<file path="src/rtl/multicycle_controller.sv">
// ---------------------------------------------------------------------------
// multicycle_controller
//   Control FSM for the multicycle MIPS core. Each instruction is sequenced
//   over 3-5 states, plus wait cycles while memory is not ready. Only the
//   state is registered. Every datapath control is a combinational function
//   of state, opcode, funct, zero and mem_ready.
//
//   Handshake: an access is issued in FETCH, MEMRD or MEMWR. It completes in
//   the cycle where mem_ready is high, and the FSM stays in that state until
//   then. mem_ready is ignored in every other state.
//
// Parameters
//   EN_EXT     1: decode bne/andi/ori, 0: treat those opcodes as illegal
//   ALU_CW     width of alu_cntrl (>=3), zero-extended 3-bit codes
// Ports
//   clk, reset             rising-edge clock, async active-high reset
//   opcode, funct, zero    instruction fields and ALU zero flag
//   mem_ready              memory completes the current access this cycle
//   iord .. alu_cntrl      datapath mux selects, write strobes, ALU control
//   illegal                one-cycle pulse on an unsupported opcode/funct
//   state_o                current state encoding (debug)
// ---------------------------------------------------------------------------
module multicycle_controller #(
    parameter int EN_EXT = 1,
    parameter int ALU_CW = 3
) (
    input  logic              clk,
    input  logic              reset,
    input  logic [5:0]        opcode,
    input  logic [5:0]        funct,
    input  logic              zero,
    input  logic              mem_ready,
    output logic              iord,
    output logic              ir_write,
    output logic              pc_en,
    output logic              we_mem,
    output logic              we_regf,
    output logic              reg_dst,
    output logic              mem_to_reg,
    output logic              alu_src_a,
    output logic [1:0]        alu_src_b,
    output logic              imm_zext,
    output logic [1:0]        pc_src,
    output logic [ALU_CW-1:0] alu_cntrl,
    output logic              illegal,
    output logic [3:0]        state_o
);

    localparam logic [5:0] OP_R    = 6'b000000;
    localparam logic [5:0] OP_J    = 6'b000010;
    localparam logic [5:0] OP_BEQ  = 6'b000100;
    localparam logic [5:0] OP_BNE  = 6'b000101;
    localparam logic [5:0] OP_ADDI = 6'b001000;
    localparam logic [5:0] OP_ANDI = 6'b001100;
    localparam logic [5:0] OP_ORI  = 6'b001101;
    localparam logic [5:0] OP_LW   = 6'b100011;
    localparam logic [5:0] OP_SW   = 6'b101011;

    localparam logic [5:0] FN_ADD  = 6'b100000;
    localparam logic [5:0] FN_SUB  = 6'b100010;
    localparam logic [5:0] FN_AND  = 6'b100100;
    localparam logic [5:0] FN_OR   = 6'b100101;
    localparam logic [5:0] FN_SLT  = 6'b101010;

    localparam logic [2:0] ALU_AND = 3'b000;
    localparam logic [2:0] ALU_OR  = 3'b001;
    localparam logic [2:0] ALU_ADD = 3'b010;
    localparam logic [2:0] ALU_SUB = 3'b110;
    localparam logic [2:0] ALU_SLT = 3'b111;

    typedef enum logic [3:0] {
        S_FETCH   = 4'd0,
        S_DECODE  = 4'd1,
        S_MEMADR  = 4'd2,
        S_MEMRD   = 4'd3,
        S_MEMWB   = 4'd4,
        S_MEMWR   = 4'd5,
        S_EXECUTE = 4'd6,
        S_ALUWB   = 4'd7,
        S_BEQ     = 4'd8,
        S_ADDIEX  = 4'd9,
        S_IMMWB   = 4'd10,
        S_JUMP    = 4'd11,
        S_BNE     = 4'd12,
        S_LOGIEX  = 4'd13
    } state_t;

    state_t     state_q, state_d;
    logic [2:0] alu3;
    logic       ext_en;

    assign ext_en = (EN_EXT != 0);

    always_ff @(posedge clk or posedge reset) begin
        if (reset) begin
            state_q <= S_FETCH;
        end else begin
            state_q <= state_d;
        end
    end

    always_comb begin
        state_d    = state_q;
        iord       = 1'b0;
        ir_write   = 1'b0;
        pc_en      = 1'b0;
        we_mem     = 1'b0;
        we_regf    = 1'b0;
        reg_dst    = 1'b0;
        mem_to_reg = 1'b0;
        alu_src_a  = 1'b0;
        alu_src_b  = 2'b00;
        imm_zext   = 1'b0;
        pc_src     = 2'b00;
        alu3       = ALU_ADD;
        illegal    = 1'b0;

        case (state_q)
            S_FETCH: begin
                // PC + 4 is computed every cycle and committed only when
                // the instruction word arrives.
                alu_src_b = 2'b01;
                if (mem_ready) begin
                    ir_write = 1'b1;
                    pc_en    = 1'b1;
                    state_d  = S_DECODE;
                end
            end
            S_DECODE: begin
                // Branch target (PC + imm<<2) goes into ALUOut speculatively.
                alu_src_b = 2'b11;
                case (opcode)
                    OP_R:         state_d = S_EXECUTE;
                    OP_LW, OP_SW: state_d = S_MEMADR;
                    OP_BEQ:       state_d = S_BEQ;
                    OP_ADDI:      state_d = S_ADDIEX;
                    OP_J:         state_d = S_JUMP;
                    OP_BNE: begin
                        if (ext_en) begin
                            state_d = S_BNE;
                        end else begin
                            illegal = 1'b1;
                            state_d = S_FETCH;
                        end
                    end
                    OP_ANDI, OP_ORI: begin
                        if (ext_en) begin
                            state_d = S_LOGIEX;
                        end else begin
                            illegal = 1'b1;
                            state_d = S_FETCH;
                        end
                    end
                    default: begin
                        illegal = 1'b1;
                        state_d = S_FETCH;
                    end
                endcase
            end
            S_MEMADR: begin
                alu_src_a = 1'b1;
                alu_src_b = 2'b10;
                // The instruction register still holds the opcode, so the
                // load/store choice is made again here.
                state_d   = (opcode == OP_SW) ? S_MEMWR : S_MEMRD;
            end
            S_MEMRD: begin
                iord = 1'b1;
                if (mem_ready) begin
                    state_d = S_MEMWB;
                end
            end
            S_MEMWB: begin
                we_regf    = 1'b1;
                mem_to_reg = 1'b1;
                state_d    = S_FETCH;
            end
            S_MEMWR: begin
                // Write strobe is held for the whole access, not just the
                // completing cycle.
                iord   = 1'b1;
                we_mem = 1'b1;
                if (mem_ready) begin
                    state_d = S_FETCH;
                end
            end
            S_EXECUTE: begin
                alu_src_a = 1'b1;
                state_d   = S_ALUWB;
                case (funct)
                    FN_ADD:  alu3 = ALU_ADD;
                    FN_SUB:  alu3 = ALU_SUB;
                    FN_AND:  alu3 = ALU_AND;
                    FN_OR:   alu3 = ALU_OR;
                    FN_SLT:  alu3 = ALU_SLT;
                    default: begin
                        illegal = 1'b1;
                        state_d = S_FETCH;
                    end
                endcase
            end
            S_ALUWB: begin
                we_regf = 1'b1;
                reg_dst = 1'b1;
                state_d = S_FETCH;
            end
            S_BEQ, S_BNE: begin
                alu_src_a = 1'b1;
                alu3      = ALU_SUB;
                pc_src    = 2'b01;
                pc_en     = (state_q == S_BEQ) ? zero : ~zero;
                state_d   = S_FETCH;
            end
            S_ADDIEX: begin
                alu_src_a = 1'b1;
                alu_src_b = 2'b10;
                state_d   = S_IMMWB;
            end
            S_LOGIEX: begin
                alu_src_a = 1'b1;
                alu_src_b = 2'b10;
                imm_zext  = 1'b1;
                alu3      = (opcode == OP_ORI) ? ALU_OR : ALU_AND;
                state_d   = S_IMMWB;
            end
            S_IMMWB: begin
                we_regf = 1'b1;
                state_d = S_FETCH;
            end
            S_JUMP: begin
                pc_src  = 2'b10;
                pc_en   = 1'b1;
                state_d = S_FETCH;
            end
            default: state_d = S_FETCH;
        endcase

        // The state is already FETCH during reset, so only the strobes that
        // FETCH could raise from mem_ready need masking.
        if (reset) begin
            ir_write = 1'b0;
            pc_en    = 1'b0;
            we_mem   = 1'b0;
            we_regf  = 1'b0;
            illegal  = 1'b0;
        end
    end

    assign alu_cntrl = ALU_CW'(alu3);
    assign state_o   = state_q;

endmodule
</file>
<file path="config.mk">
export PLATFORM = sky130hd
export DESIGN_NAME = multicycle_controller
export DESIGN_NICKNAME = d
export VERILOG_FILES = /design/src/rtl/multicycle_controller.sv
export SDC_FILE = /design/constraint.sdc
export NUM_CORES = 1
export LEC_CHECK = 0
export BUFFER_PORTS_ARGS = -buffer_cell sky130_fd_sc_hd__buf_2
export CAP_MARGIN = 25
export CORE_MARGIN = 2
export CORE_UTILIZATION = 44
export CTS_CLUSTER_SIZE = 24
export DETAILED_ROUTE_END_ITERATION = 8
export PLACE_DENSITY_LB_ADDON = 0.15
export SYNTH_ARGS = -nofsm -noshare
export SYNTH_HDL_FRONTEND = slang
export SYNTH_SLANG_ARGS = --single-unit
export TNS_END_PERCENT = 5
</file>
<file path="constraint.sdc">
create_clock -name clk -period 1.6 [get_ports clk]
set_input_delay 0 -clock clk [delete_from_list [all_inputs] [get_ports clk]]
set_output_delay 0 -clock clk [all_outputs]
set_load 0.03 [all_outputs]
</file>
==> metrics.md <==
| Metric | Value |
|---|---|
| CP required | 1.60 ns |
| Fin area | 1097 um^2 |
| Total placed instance area | 957.2 um^2 |
| CP Launch Type | flip-flop |
| Critical path, cell by cell | nor2_2 > nand4_1 > o41ai_2 > buf_4 |
| Slowest stage delay, CP | 0.47 ns |
| Status | finished clean |
| PD cells | 1345 nW/um^2 |
| Crit path max-delay cell type | dfrtp_2 |
| Die width | 44.40 um |
| Worst hold path stage count | 4 |
| Synth unique cells | 37 |
| Total Routing Usage GR | 0.2308 |
| Wirelength, routed | 2255 um |
| Worst Hold Path EP | state_o[0] |
| Port Buffers | 36 |
| Area of the multi-input gates | 583.1 um^2 |
| GPL Wtd Cong | 0.8618 |
| Buf+Inv Stages, Crit Path | 1 |
| Via Count | 997 |
| Hold Path Origin | opcode[4] |
| Ys async rst share | 1.000 |
| CTS root buf | clkbuf_4 |
| Register clock-pin slew on the reported worst setup and hold paths | 0.04 ns |
| Post-synth top flop | dfrtp_1 |
| Crit Path Category | reg2out |
| CTS Sinks | 4 |
| Storage cell area | 105.1 um^2 |
| CTS max path bufs | 2 |
| Clock share of power | 0.090 |
| Reg2Reg Depth | 4 |
| Max Slew Vio Count | 0 |
| Layout cells sized above 1 | 0.4679 |
| Worst-Margin Slew | 0.2617 ns |
| RSZ-0062 raised after global routing | true |
| Clock latency on the worst-skew pair | 0.24 ns |
| Fillers | 135 |
| Final period util | 0.9820 |
| P&R area growth vs syn | 52.79% |
| Die Y | 44.40 um |
| Worst EP arrival | 1.57 ns |
| Sw Share | 0.5281 |
| Synth area leader | dfrtp_1 |
| Max Cap Viol | 0 |
| Pint | 696.7 uW |
| Fin cells | 172 |
| Antenna cells | 0 |
| Number of global-route vias before repair | 781 |
| Sequential fraction of the synthesis area | 0.1394 |
| Area contributors post-synth | dfrtp_1 14%, nand2b_1 8.7%, nor2_1 6.3% |
| Fin crit period | 1.571 ns |
| Logic pwr share | 0.768 |
| 1st-iter DRT viols | 20 |
| First-pass GRT wire length | 3387 um |
| Worst vdd rail ir drop | 0.6172 mV |
| CP Max Fanout | 9 |
| Remaining DRCs | 0 |
| Static Leak | 0.0005185 uW |
| Final nets | 174 |
| Hold WC Path Type | in2reg |
| Largest net degree at the start of global routing | 15 |
| Post-synth EDFFs | 0 |
| Avg Inst Size Synth | 6.650 um^2 |
| Max FFs per register | 4 |
| Area share of the largest cell type after synthesis | 0.1394 |
| FF-to-FF setup slack | 0.18 ns |
| Switching power | 779.6 uW |
| Cell Area, Synth | 718.2 um^2 |
| Global route overflow | 0 |
| # IOs | 37 |
| Core Footprint | 1524 um^2 |
| Die ar. | 1971 um^2 |
| Reg-to-Reg End | state_o[2] |
| Drt wl/cell | 13.11 um |
| Clock Skews | 0.007382 ns |
| CP delay by family, top | flip-flops |
| Setup-failing EPs final | 0 |
| Drt first pass iters | 4 |
| # rows | 14 |
| Routed vias/inst | 5.797 |
| ANT nets after route | 0 |
| Detailed placement HPWL | 1640 um |
| #FFs+latches synth | 4 |
| H-tree depth | 1 |
| Syn. warnings | 0 |
| Slew margin rel. | 0.8231 |
| Crit path capture type | output port |
| RR Startpoint | state_o[2] |
| CTS tree | yes |
| Mapped Cells | 108 |
| CTS Buf Count | 3 |
| Syn nets | 124 |
| Initial antenna violation count | 0 |
| Max frequency | 0.6364 GHz |
| Inst Count DP | 156 |
| Register share of total power | 0.142 |
| Starting Density | 0.4713 |
| Final hold vios | 0 |
-- area by class of cell --
| class | count | area share |
|---|---|---|
| multi-input combinational | 88 | 0.5314 |
| tap | 16 | 0.01824 |
| inverter | 7 | 0.02395 |
| sequential | 4 | 0.09578 |
| timing repair buffer | 54 | 0.3101 |
| clock buffer | 3 | 0.02052 |
-- synthesized netlist by cell type (3+ instances only) --
cell type  count
nand2b_1      10
inv_1          6
nor2_1        12
nor3_1         6
a31oi_1        3
nand2_1       10
dfrtp_1        4
nor2b_1        4
nor4_1         4
buf_2          6
clkbuf_1       3
mux2i_1        3
a21oi_1        5
-- worst min-delay path: cells and delay by family --
family / cells / cell delay (ns)
simple gates: 2 / 0.15
buf+inv: 1 / 0.09
compound gates: 1 / 0.12
-- power by group through the flow --
stage | Sequential [uW] | Combinational [uW] | Clock (uW)
6_report | 210 | 1130 | 132
5_1_grt | 213 | 1210 | 139
4_1_cts | 235 | 951 | 135
3_5_place_dp | 228 | 943 | 0
3_3_place_gp | 224 | 933 | 0
2_1_floorplan | 220 | 672 | 0
-- worst max-delay path by stage --
| stage | startpoint | to | slack, ns | cells past startpoint |
|---|---|---|---|---|
| 2_1_floorplan | state_o[3] | we_regf | -0.29 | 5 |
| 3_3_place_gp | state_o[2] | state_o[0] | 0.19 | 4 |
| 3_5_place_dp | state_o[2] | state_o[0] | 0.17 | 4 |
| 4_1_cts | state_o[2] | alu_src_b[1] | 0.006 | 4 |
| 5_1_grt | state_o[0] | alu_cntrl[2] | -0.03 | 4 |
| 6_report | state_o[0] | alu_cntrl[2] | 0.03 | 4 |
-- cells in the final DEF, fill, tap and decap left out, types with 2 or more instances in the layout --
| cell | count |
|---|---|
| nor2b_1 | 4 |
| a31oi_1 | 3 |
| nor2_2 | 3 |
| nand2b_1 | 10 |
| nor4b_1 | 2 |
| dfrtp_2 | 4 |
| mux2i_1 | 3 |
| nand3_1 | 2 |
| a211oi_1 | 2 |
| a221o_1 | 2 |
| o22a_1 | 2 |
| nor3_1 | 5 |
| o21ai_0 | 2 |
| clkbuf_4 | 3 |
| buf_4 | 20 |
| o32ai_1 | 2 |
| nor4_1 | 3 |
| inv_1 | 6 |
| a21oi_1 | 5 |
| nor2_1 | 9 |
| nand2_1 | 10 |
| buf_2 | 32 |
-- through the flow --
| step | setup TNS [ns] | total power, uW | utilization | hold WS [ns] | setup slack [ns] |
|---|---|---|---|---|---|
| 2_1_floorplan | -1.005 | 892.0 | - | -0.2339 | -0.2905 |
| 3_3_place_gp | 0 | 1157 | 0.6281 | -0.04336 | 0.1943 |
| 3_5_place_dp | 0 | 1171 | 0.6281 | -0.03343 | 0.1700 |
| 4_1_cts | 0 | 1320 | 0.6527 | 0.1695 | 0.005582 |
| 5_1_grt | -0.03256 | 1563 | 0.7200 | 0.2060 | -0.03256 |
| 6_report | 0 | 1476 | 0.7200 | 0.1746 | 0.02872 |
-- kinds of logic after synthesis --
group                  Yosys count  share of synthesized area
flip-flops                       4                     0.1394
AO/OA/AOI/OAI                   26                     0.2700
buffers and inverters           16                    0.09407
XOR/XNOR                         1                    0.01220
multiplexers                     3                    0.04181
AND/OR/NAND/NOR                 58                     0.4425
-- routing by layer --
metal	track usage	wire length (um)	up-vias
li1	-	-	498
met1	0.2861	948	450
met2	0.4059	1167	47
met3	0.03673	123	2
met4	0.07273	15	0
met5	0	0	-
-- timing repair --
action,in CTS,in global routing
pin swaps,0,2
hold buffers,1,0
gates resized for setup,4,9
hold endpoints to repair,4,0
setup endpoints to repair,6,5
setup buffers,0,12
Power figures use the tool's default switching activity.
